## src/rtl/mem_access_pkg.sv

```systemverilog
`default_nettype none
// ============================================================================
//  Module      : mem_access_pkg
//  Description : Shared defaults, operation encodings and controller state
//                enumeration for mem_access_ctrl.
//  Revision    : 1.0 - initial release
// ============================================================================
package mem_access_pkg;

  localparam int unsigned ADDR_W_DEFAULT = 8;
  localparam int unsigned DATA_W_DEFAULT = 16;

  // Request operation encodings (2'b11 is the illegal op)
  localparam logic [1:0] OP_LOAD  = 2'b00;
  localparam logic [1:0] OP_STORE = 2'b01;
  localparam logic [1:0] OP_COPY  = 2'b10;

  typedef enum logic [2:0] {
    IDLE     = 3'd0,
    RD_ISSUE = 3'd1,
    RD_WAIT  = 3'd2,
    WR_ISSUE = 3'd3,
    RESP     = 3'd4
  } state_e;

endpackage
`default_nettype wire

```

## src/rtl/mem_access_ctrl.sv

```systemverilog
`default_nettype none
// ============================================================================
//  Module      : mem_access_ctrl
//  Description : Single-request memory access controller driving a
//                synchronous single-port RAM. Supports load, store and an
//                ascending word-serial copy; op 2'b11 completes with an error.
//  Ports       : clk, rst_n (async, active-low)
//                req_valid/req_ready/req_op/req_addr/req_dst/req_len/req_wdata
//                  - request handshake and fields, latched on acceptance
//                rsp_valid/rsp_err/rsp_data - one-cycle completion pulse
//                busy - operation in progress (== !req_ready)
//                mem_addr/mem_wdata/mem_read_enable/mem_write_enable/mem_rdata
//                  - RAM interface (read data returns one cycle after enable)
//  Revision    : 1.0 - initial release
// ============================================================================
module mem_access_ctrl
  import mem_access_pkg::*;
#(
  parameter int ADDR_W = ADDR_W_DEFAULT,
  parameter int DATA_W = DATA_W_DEFAULT
) (
  input  logic              clk,
  input  logic              rst_n,
  input  logic              req_valid,
  output logic              req_ready,
  input  logic [1:0]        req_op,
  input  logic [ADDR_W-1:0] req_addr,
  input  logic [ADDR_W-1:0] req_dst,
  input  logic [7:0]        req_len,
  input  logic [DATA_W-1:0] req_wdata,
  output logic              rsp_valid,
  output logic              rsp_err,
  output logic [DATA_W-1:0] rsp_data,
  output logic              busy,
  output logic [ADDR_W-1:0] mem_addr,
  output logic [DATA_W-1:0] mem_wdata,
  output logic              mem_read_enable,
  output logic              mem_write_enable,
  input  logic [DATA_W-1:0] mem_rdata
);

  state_e            state_q, state_d;
  logic [1:0]        op_q, op_d;
  logic [ADDR_W-1:0] src_q, src_d;
  logic [ADDR_W-1:0] dst_q, dst_d;
  // Copy words remaining after the current one; req_len==0 wraps to 255,
  // giving 256 words.
  logic [7:0]        cnt_q, cnt_d;
  logic              ready_q, ready_d;
  logic              rsp_valid_q, rsp_valid_d;
  logic              rsp_err_q, rsp_err_d;
  logic [DATA_W-1:0] rsp_data_q, rsp_data_d;
  logic [ADDR_W-1:0] mem_addr_q, mem_addr_d;
  logic [DATA_W-1:0] mem_wdata_q, mem_wdata_d;
  logic              mem_re_q, mem_re_d;
  logic              mem_we_q, mem_we_d;

  always_comb begin
    state_d     = state_q;
    op_d        = op_q;
    src_d       = src_q;
    dst_d       = dst_q;
    cnt_d       = cnt_q;
    rsp_valid_d = 1'b0;
    rsp_err_d   = rsp_err_q;
    rsp_data_d  = rsp_data_q;
    mem_addr_d  = mem_addr_q;
    mem_wdata_d = mem_wdata_q;
    mem_re_d    = 1'b0;
    mem_we_d    = 1'b0;

    case (state_q)
      // RESP accepts a new request exactly like IDLE so that back-to-back
      // requests run without a bubble.
      IDLE, RESP: begin
        state_d = IDLE;
        if (req_valid) begin
          op_d  = req_op;
          src_d = req_addr;
          dst_d = req_dst;
          cnt_d = req_len - 8'd1;
          case (req_op)
            OP_LOAD, OP_COPY: begin
              mem_re_d   = 1'b1;
              mem_addr_d = req_addr;
              state_d    = RD_ISSUE;
            end
            OP_STORE: begin
              mem_we_d    = 1'b1;
              mem_addr_d  = req_addr;
              mem_wdata_d = req_wdata;
              state_d     = WR_ISSUE;
            end
            default: begin
              rsp_valid_d = 1'b1;
              rsp_err_d   = 1'b1;
              rsp_data_d  = '0;
              state_d     = RESP;
            end
          endcase
        end
      end

      RD_ISSUE: state_d = RD_WAIT;

      // Read data is on mem_rdata this cycle.
      RD_WAIT: begin
        if (op_q == OP_LOAD) begin
          rsp_valid_d = 1'b1;
          rsp_err_d   = 1'b0;
          rsp_data_d  = mem_rdata;
          state_d     = RESP;
        end else begin
          mem_we_d    = 1'b1;
          mem_addr_d  = dst_q;
          mem_wdata_d = mem_rdata;
          state_d     = WR_ISSUE;
        end
      end

      WR_ISSUE: begin
        if ((op_q == OP_STORE) || (cnt_q == 8'd0)) begin
          rsp_valid_d = 1'b1;
          rsp_err_d   = 1'b0;
          rsp_data_d  = '0;
          state_d     = RESP;
        end else begin
          cnt_d      = cnt_q - 8'd1;
          src_d      = src_q + ADDR_W'(1);
          dst_d      = dst_q + ADDR_W'(1);
          mem_re_d   = 1'b1;
          mem_addr_d = src_q + ADDR_W'(1);
          state_d    = RD_ISSUE;
        end
      end

      default: state_d = IDLE;
    endcase

    ready_d = (state_d == IDLE) || (state_d == RESP);
  end

  always_ff @(posedge clk or negedge rst_n) begin
    if (!rst_n) begin
      state_q     <= IDLE;
      op_q        <= 2'b00;
      src_q       <= '0;
      dst_q       <= '0;
      cnt_q       <= 8'd0;
      ready_q     <= 1'b1;
      rsp_valid_q <= 1'b0;
      rsp_err_q   <= 1'b0;
      rsp_data_q  <= '0;
      mem_addr_q  <= '0;
      mem_wdata_q <= '0;
      mem_re_q    <= 1'b0;
      mem_we_q    <= 1'b0;
    end else begin
      state_q     <= state_d;
      op_q        <= op_d;
      src_q       <= src_d;
      dst_q       <= dst_d;
      cnt_q       <= cnt_d;
      ready_q     <= ready_d;
      rsp_valid_q <= rsp_valid_d;
      rsp_err_q   <= rsp_err_d;
      rsp_data_q  <= rsp_data_d;
      mem_addr_q  <= mem_addr_d;
      mem_wdata_q <= mem_wdata_d;
      mem_re_q    <= mem_re_d;
      mem_we_q    <= mem_we_d;
    end
  end

  assign req_ready        = ready_q;
  assign busy             = !ready_q;
  assign rsp_valid        = rsp_valid_q;
  assign rsp_err          = rsp_err_q;
  assign rsp_data         = rsp_data_q;
  assign mem_addr         = mem_addr_q;
  assign mem_wdata        = mem_wdata_q;
  assign mem_read_enable  = mem_re_q;
  assign mem_write_enable = mem_we_q;

endmodule
`default_nettype wire

```

## config.mk

```make
export PLATFORM = sky130hd
export DESIGN_NAME = mem_access_ctrl
export DESIGN_NICKNAME = d
export VERILOG_FILES = /design/src/rtl/mem_access_pkg.sv /design/src/rtl/mem_access_ctrl.sv
export SDC_FILE = /design/constraint.sdc
export NUM_CORES = 1
export LEC_CHECK = 0
export ABC_AREA = 1
export CAP_MARGIN = 15
export CORE_UTILIZATION = 52
export CTS_CLUSTER_SIZE = 28
export DETAILED_ROUTE_END_ITERATION = 8
export GPL_ROUTABILITY_DRIVEN = 1
export PLACE_DENSITY = 0.85
export SKIP_CTS_REPAIR_TIMING = 1
export SKIP_LAST_GASP = 1
export SLEW_MARGIN = 0
export SYNTH_ARGS = -nofsm -noshare
export SYNTH_HDL_FRONTEND = slang
export SYNTH_SLANG_ARGS = --single-unit
```

## constraint.sdc

```tcl
create_clock -name clk -period 3.3 [get_ports clk]
set_input_delay 0.66 -clock clk [delete_from_list [all_inputs] [get_ports clk]]
set_output_delay 0.66 -clock clk [all_outputs]
set_load 0.005 [all_outputs]
```

## After elaboration in Yosys (flattened, before gate mapping)

Cells that the tools add are included.

| word-level totals | value |
|---|---|
| memories | 0 |
| logic and storage cells | 97 |
| register bits | 74 |
| latch bits | 0 |
| bits of input ports | 61 |
| RAM bits | 0 |
| ROM bits | 0 |

| cells by class | value |
|---|---|
| magnitude comparators | 0 |
| equal/unequal tests | 16 |
| multipliers | 0 |
| divide/modulo/power cells | 0 |
| muxes and demuxes | 45 |
| shifts and indexed selects | 0 |
| bitwise logic cells | 0 |
| add/subtract/negate cells | 4 |
| reduce and logical (&&, ||, !) cells | 19 |

Operators by type and width:

| cell | count |
|---|---|
| $mux W16 | 7 |
| $mux W8 | 9 |
| $pmux W16 S3 | 1 |
| $pmux W8 S2 | 3 |
| $pmux W16 S2 | 1 |
| $pmux W8 S3 | 1 |
| $add A8 B1 Y8 const B | 2 |
| $sub A8 B1 Y8 const B | 2 |
| $mux W1 | 14 |
| $ne A2 B2 Y1 const B | 7 |
| $pmux W3 S4 | 1 |
| $reduce_and A5 Y1 | 2 |
| $mux W3 | 3 |
| $logic_not A8 Y1 | 1 |
| $eq A3 B2 Y1 const B | 2 |
| $eq A3 B3 Y1 const B | 2 |
| $logic_not A3 Y1 | 2 |
| $pmux W1 S3 | 2 |
| $pmux W3 S2 | 1 |
| $eq A2 B1 Y1 const B | 2 |
| $logic_not A2 Y1 | 2 |
| $pmux W1 S2 | 2 |
| $reduce_and A4 Y1 | 1 |
| $reduce_bool A2 Y1 | 2 |
| 10 further kinds | 12 |

## Logic depth before layout (Yosys ltp)

Gate-level depths: netlist of the first run.

| logic depth | value |
|---|---|
| depth after elaboration | 7 |
| mapped depth | 13 |
| depth with buffers taken out | 12 |

## Worst setup path after synthesis of the first run

No wires, ideal clock.

| path | value |
|---|---|
| kind | register to register |
| start | register state_q[2] |
| end | register cnt_q[4] |
| setup slack | 1.584 ns |
| period minus slack after synthesis | 1.716 ns |
| cell stages (with the launch flop) | 13 |
| setup time | 0.123 ns |
| arrival time | 1.593 ns |
| buffers on the path | 1 |
| required time | 3.177 ns |
| path through | dfrtp_1 > inv_1 > nand3_2 > buf_2 > nand2_1 > o21ai_1 > inv_1 > ha_1 > inv_1 > nor2_1 > a21oi_1 > o21ai_0 > nand2_1 |

| on the way | value |
|---|---|
| cells in the longest elaborated chain, start to end | 4 |
| elaborated cells on any way between the ends | 9 |
| classes of those cells | 4 x eq/ne; 1 x mux; 4 x reduce/logical |

RTL lines:

| element | RTL line | text |
|---|---|---|
| start: declaration | mem_access_ctrl.sv:42 | `state_e state_q, state_d;` |
| start signal: assignment | mem_access_ctrl.sv:159 | `state_q <= state_d;` |
| $eq A3 B3 Y1 or $logic_not A3 Y1 (tied branches) | mem_access_ctrl.sv:72 | `case (state_q)` |
| $reduce_or A2 Y1 | mem_access_ctrl.sv:72 |  |
| $ne A2 B2 Y1 (no source line) or $reduce_bool A2 Y1 (tied branches) | - |  |
| $reduce_and A3 Y1 (no source line) | - |  |
| end signal: assignment | mem_access_ctrl.sv:163 | `cnt_q <= cnt_d;` |
| end: declaration | mem_access_ctrl.sv:48 | `logic [7:0] cnt_q, cnt_d;` |

Parallel ways exist; a longest one is shown, timed or not.
A chain may end at the register's enable or synchronous reset.

## Final worst setup path of the first run

| path | value |
|---|---|
| start | register state_q[2] |
| end | register cnt_q[2] |

The elaborated chain is that of the path after synthesis.

==> results.toml, run 1 <==
[sta]
setup_viol = 0
final.setup.tns_ns = 0
rsz0062_at_grt = "no"
final_max_slew_viol_count = 0
worstMarginPinSlew_ns = 0.646
fin_crit_ns = 2.26
skew_ns = 0.0122
fin_crit_sh = 0.686
fmax_mhz = 442
relSlewSlack = 0.568
holdWs_ns = 0.0827
hold_violations = 0

[synthesis]
synth.ff_latch_count = 74
yosysUniqueCellTypes = 30
yosysWarningCount = 0
postSynthAreaPerCell_sq_um = 7.72
ys_async_sr_fraction = 1.00
ys.flop_type = "dfrtp_1"
synth_edf_count = 0
synth_area_sq_um = 3910
syn_inst = 506
synth_nets = 570
ys_seq_area_frac = 0.474

[worst_setup_path]
cp_slowest_cell = "o21ai_1"
reg2reg_slack_ns = 1.04
critPathKind = "register to register"
reg2reg_from = "state_q[2]"
critPathRequiredTime_ns = 3.52
startpoint = "state_q[2]"
slowest_delay_ns = 0.46
cp.arrival_ns = 2.48
r2r_cells = 9
crit_chain = "inv_1 > nand3_2 > o21ai_1 > inv_1 > ha_1 > inv_1 > nor2_1 > o21ai_0 > o21ai_0"
cp_max_fo = 23
crit_top_cell = "inv_1"
start_kind = "register"
timing.rr.end = "cnt_q[2]"
setup.worst_path.end_class = "register"
crit_end = "cnt_q[2]"

[power_and_ir_drop]
power_mw = 4.28
power_per_cell_area_nw_per_um2 = 828
leakagePower_nw = 2.47
irDropWorstVdd_v = 0.000491

[floorplan]
die_height_um = 88.7
die_w_um = 88.7
io_pins = 107
core_sq_um = 7250
floorplan.initialDensity = 0.539
placementRows = 31
dieArea_sq_um = 7870

[clock_tree]
cts_max_level = 3
numCtsBuffers = 9
cts.sinks = 74
worstSkewPairLatency_ns = 0.36
cts_buffer_depth = 2
cts_tree = "done"
clk_pin_slew_ns = 0.08
cts_root_buffer = "clkbuf_8"

[grt]
grt.total_usage = 0.282
antenna_found_initial = 0
grt_pass1_vias = 3643
grt_pass1_wl_um = 16900
grt_overflow_total = 0
grt_max_degree = 38

[drt]
drcViolationCount = 0
drt_iter0_drc = 271
ant_nets = 0
routed_wirelength_um = 10500
vias = 3834
avgRoutedWirePerCell_um = 14.7
post_drt_via_cell_ratio = 5.41
firstDrtPassIters = 6

[outcome]
status = "complete, no violations"

[place]
gp_congestion = 0.868
dp_hpwl_um = 7530
portBuffers = 106

[finish]
syn_to_final_growth_pct = 32.2
diodes = 0
drive_above_1_share = 0.0705
nets = 669

[worst_hold_path]
hp-class = "primary input to async pin"

[job]
maxCapViolations = 0
cells by family after synthesis:
family / share of synthesized area
buf+inv: 0.0877
flops: 0.474
compound gates: 0.106
simple gates: 0.320
xor+xnor: 0.00224
fa+ha+maj: 0.00961
synthesized netlist by cell type, types with 3 or more instances:
cell type / count / share of area
nor3_1: 3 / 0.0038
nand2_2: 7 / 0.011
o21ai_0: 39 / 0.050
nand3_2: 3 / 0.0077
nor2_2: 3 / 0.0048
dfrtp_1: 73 / 0.47
buf_4: 5 / 0.0096
inv_1: 53 / 0.051
buf_2: 13 / 0.017
nand2_1: 165 / 0.16
nand4_1: 19 / 0.030
nand3_1: 41 / 0.053
ha_1: 3 / 0.0096
o21ai_1: 4 / 0.0051
buf_6: 3 / 0.0086
nor2_1: 31 / 0.030
a31oi_1: 16 / 0.026
o221ai_1: 5 / 0.011
a21oi_1: 5 / 0.0064
routing by layer:
layer / up-vias / GRT usage / part of all wire
met2: 183 / 0.433 / 0.47
met3: 38 / 0.0485 / 0.068
met5: - / 0 / 0
met1: 1762 / 0.383 / 0.43
li1: 1851 / - / -
met4: 0 / 0.154 / 0.035
where the power goes:
group	internal, mW	switching [mW]	total, mW
clock	0.347	0.355	0.702
sequential	1.30	0.278	1.58
combinational	0.852	1.15	2.00
total	2.50	1.78	4.28
worst min-delay path by stage:
stage | start | endpoint | slack, ns | cells past startpoint
finish | rst_n | cnt_q[6] | 0.08 | 1
global route | rst_n | cnt_q[6] | 0.08 | 1
CTS | rst_n | cnt_q[6] | 0.07 | 1
detailed placement | rst_n | cnt_q[6] | 0.46 | 1
global placement | rst_n | cnt_q[6] | 0.46 | 1
floorplan | rst_n | cnt_q[0] | 0.36 | 0
through the flow:
| step | cell area (sq um) | util | worst slack, ns | instances |
|---|---|---|---|---|
| final | 5170 | 0.712 | 1.04 | 709 |
| after detailed placement | 4970 | 0.686 | 0.941 | 693 |
| after CTS | 5170 | 0.712 | 1.04 | 709 |
| after global routing | 5170 | 0.712 | 0.799 | 709 |
| after floorplan | 3910 | - | 1.58 | 506 |
| after global placement | 4970 | 0.686 | 1.00 | 693 |
critical path, delay by kind of cell, from the launching register on:
family / cells / cell delay (ns)
AOI/OAI and AO/OA: 3 / 0.72
adders and majority gates: 1 / 0.25
buffers and inverters: 3 / 0.30
DFF: 1 / 0.41
and+or+nand+nor: 2 / 0.44
registers in the layout, summed over array words and instances, names as in the netlist:
signal and cells:
cnt_q 8, dst_q 8, mem_addr 8, mem_read_enable 1, mem_wdata 16, mem_write_enable 1, op_q 2, req_ready 1
rsp_data 16, rsp_err 1, rsp_valid 1, src_q 8, state_q 3
placed cells by master (no fill, tap or decap), drive strengths merged, types with 9 or more instances in the layout:
cell type,count
nand4,19
clkdlybuf4s50,105
a31oi,16
nand3,46
clkbuf,9
nand2,173
o21ai,44
dfrtp,73
inv,56
nor2,36
layout make-up:
type | count | area [sq um]
clock buffers | 9 | 124
well taps | 99 | 124
repair buffers | 109 | 1080
fillers | 562 | 2090
clock inverters | 7 | 68.8
multi-input cells | 356 | 1710
flip-flops and latches | 74 | 1850
inverters | 55 | 206
(Power assumes the default switching activity.)
==> run 2, diff against run 1 <==
- CORE_UTILIZATION: 52 -> 44
- PLACE_DENSITY: 0.85 -> 0.77
- clock period: 3.3 -> 1.85 ns (I/O delays scaled with it)
==> run 2 against run 1 <==
The flow now finishes with violations (hold timing). Via count shrank 0.63%. Largest cell class unchanged. Wire length is 2.2% higher. Critical path type is now register to output port. Clock power increased by 98%. Sequential share of layout area is 1.6 points lower. Flip-flop and latch count is the same. Power rose by 88%. Largest power group unchanged. Count of clock-buffer cells in the layout did not move. Design area increased by 4.7%.
==> results.toml, run 2 (same netlist as run 1, synthesis figures left out) <==
[worst_setup_path]
critPathKind = "register to output port"
timing.rr.end = "rsp_data[5]"
reg2reg_slack_ns = 0.12
cp_slowest_cell = "dfstp_2"
cp_max_fo = 2
cp.arrival_ns = 1.40
setup.worst_path.end_class = "output port"
slowest_delay_ns = 0.56
critPathTopFamily = "flip-flops"
r2r_cells = 8
critical_path_buf_inv_count = 1
critPathRequiredTime_ns = 1.48
crit_chain = "clkdlybuf4s50_1"
reg2reg_from = "state_q[2]"
start_kind = "register"

[power_and_ir_drop]
leakagePower_nw = 2.60
power_per_cell_area_nw_per_um2 = 1490
irDropWorstVdd_v = 0.000680
power_mw = 8.05

[drt]
post_drt_via_cell_ratio = 5.17
drt_iter0_drc = 239
drcViolationCount = 0
routed_wirelength_um = 10700
avgRoutedWirePerCell_um = 14.5
firstDrtPassIters = 5
ant_nets = 0
vias = 3810

[sta]
final_max_slew_viol_count = 0
worstMarginPinSlew_ns = 0.541
rsz0062_at_grt = "yes"
fmax_mhz = 565
setup_viol = 0
fin_crit_ns = 1.77
holdWs_ns = -0.00762
hold_violations = 4
skew_ns = 0.00764
fin_crit_sh = 0.957
relSlewSlack = 0.639
final.setup.tns_ns = 0

[clock_tree]
cts.sinks = 74
cts_tree = "done"
clk_pin_slew_ns = 0.08
numCtsBuffers = 9
worstSkewPairLatency_ns = 0.35
cts_root_buffer = "clkbuf_8"
cts_max_level = 3
cts_buffer_depth = 2

[finish]
drive_above_1_share = 0.103
syn_to_final_growth_pct = 38.4
final_common_cell = "nand2_1"
fillers = 754
layoutNonFillerInstCount = 737
finish.utilization = 0.623
diodes = 0
nets = 688
final_cell_mix = "nand2_1 (165), clkdlybuf4s50_1 (105), dfrtp_1 (72)"

[place]
gp_congestion = 0.880
dp_hpwl_um = 7710
place_inst = 715
portBuffers = 106

[grt]
grt_max_degree = 38
grtUsageMet2 = 0.352
grt_pass1_wl_um = 15900
grt_pass1_vias = 3431
grt_use_met1 = 0.322
antenna_found_initial = 0
grt_overflow_total = 0
grt.total_usage = 0.227
grt-busiest-layer = "met2"
globalRouteMet3Util = 0.0324

[outcome]
violations = "hold timing"
status = "finished, violations left"

[floorplan]
io_pins = 107
placementRows = 34
die_w_um = 96.2
die_height_um = 96.2
dieArea_sq_um = 9260
core_sq_um = 8680
floorplan.initialDensity = 0.450

[worst_hold_path]
hp-class = "primary input to async pin"

[job]
maxCapViolations = 0
[run 2: changes by cell type in the layout (fill, tap and decap cells not counted), sizes merged]
cell	delta
clkinvlp	-2
bufinv	+1
clkinv	+1
buf	+18
nand3	+1
[run 2: area by class of cell]
class / count / area (sq um) / share of cell area
clock buffers: 9 / 124 / 0.0229
clock inverters: 7 / 92.6 / 0.0171
inverters: 55 / 209 / 0.0386
multi-input cells: 357 / 1730 / 0.320
flip-flops and latches: 74 / 1850 / 0.343
well taps: 108 / 135 / 0.0250
repair buffers: 127 / 1260 / 0.234
[run 2: stage by stage]
step | cell area (sq um) | setup WS (ns) | hold WS, ns
after global placement | 5130 | 0.115 | 0.381
after floorplan | 3910 | 0.134 | 0.0744
final | 5410 | 0.0796 | -0.00762
after CTS | 5350 | 0.0636 | -0.0000959
after detailed placement | 5130 | 0.0229 | 0.381
after global routing | 5410 | -0.0783 | 0.0203
[run 2: worst max-delay path by stage]
stage	from	end	slack, ns	cells past startpoint
after detailed placement	req_valid	mem_wdata[9]	0.02	8
final	req_ready	req_ready	0.08	1
after CTS	state_q[2]	mem_addr[1]	0.06	8
after global placement	req_len[0]	cnt_q[4]	0.11	9
after global routing	state_q[0]	cnt_q[4]	-0.08	10
after floorplan	state_q[2]	cnt_q[4]	0.13	12
[run 2: power by group]
group          switching (mW)  total (mW)  internal (mW)
Sequential              0.499        2.82           2.32
Combinational            2.10        3.84           1.74
Clock                   0.633        1.39          0.760
Total                    3.23        8.05           4.82
[run 2: layer usage]
metal,part of all wire,up-vias
met5,0,-
met4,0.018,0
met3,0.044,17
met2,0.48,113
met1,0.46,1789
li1,-,1891
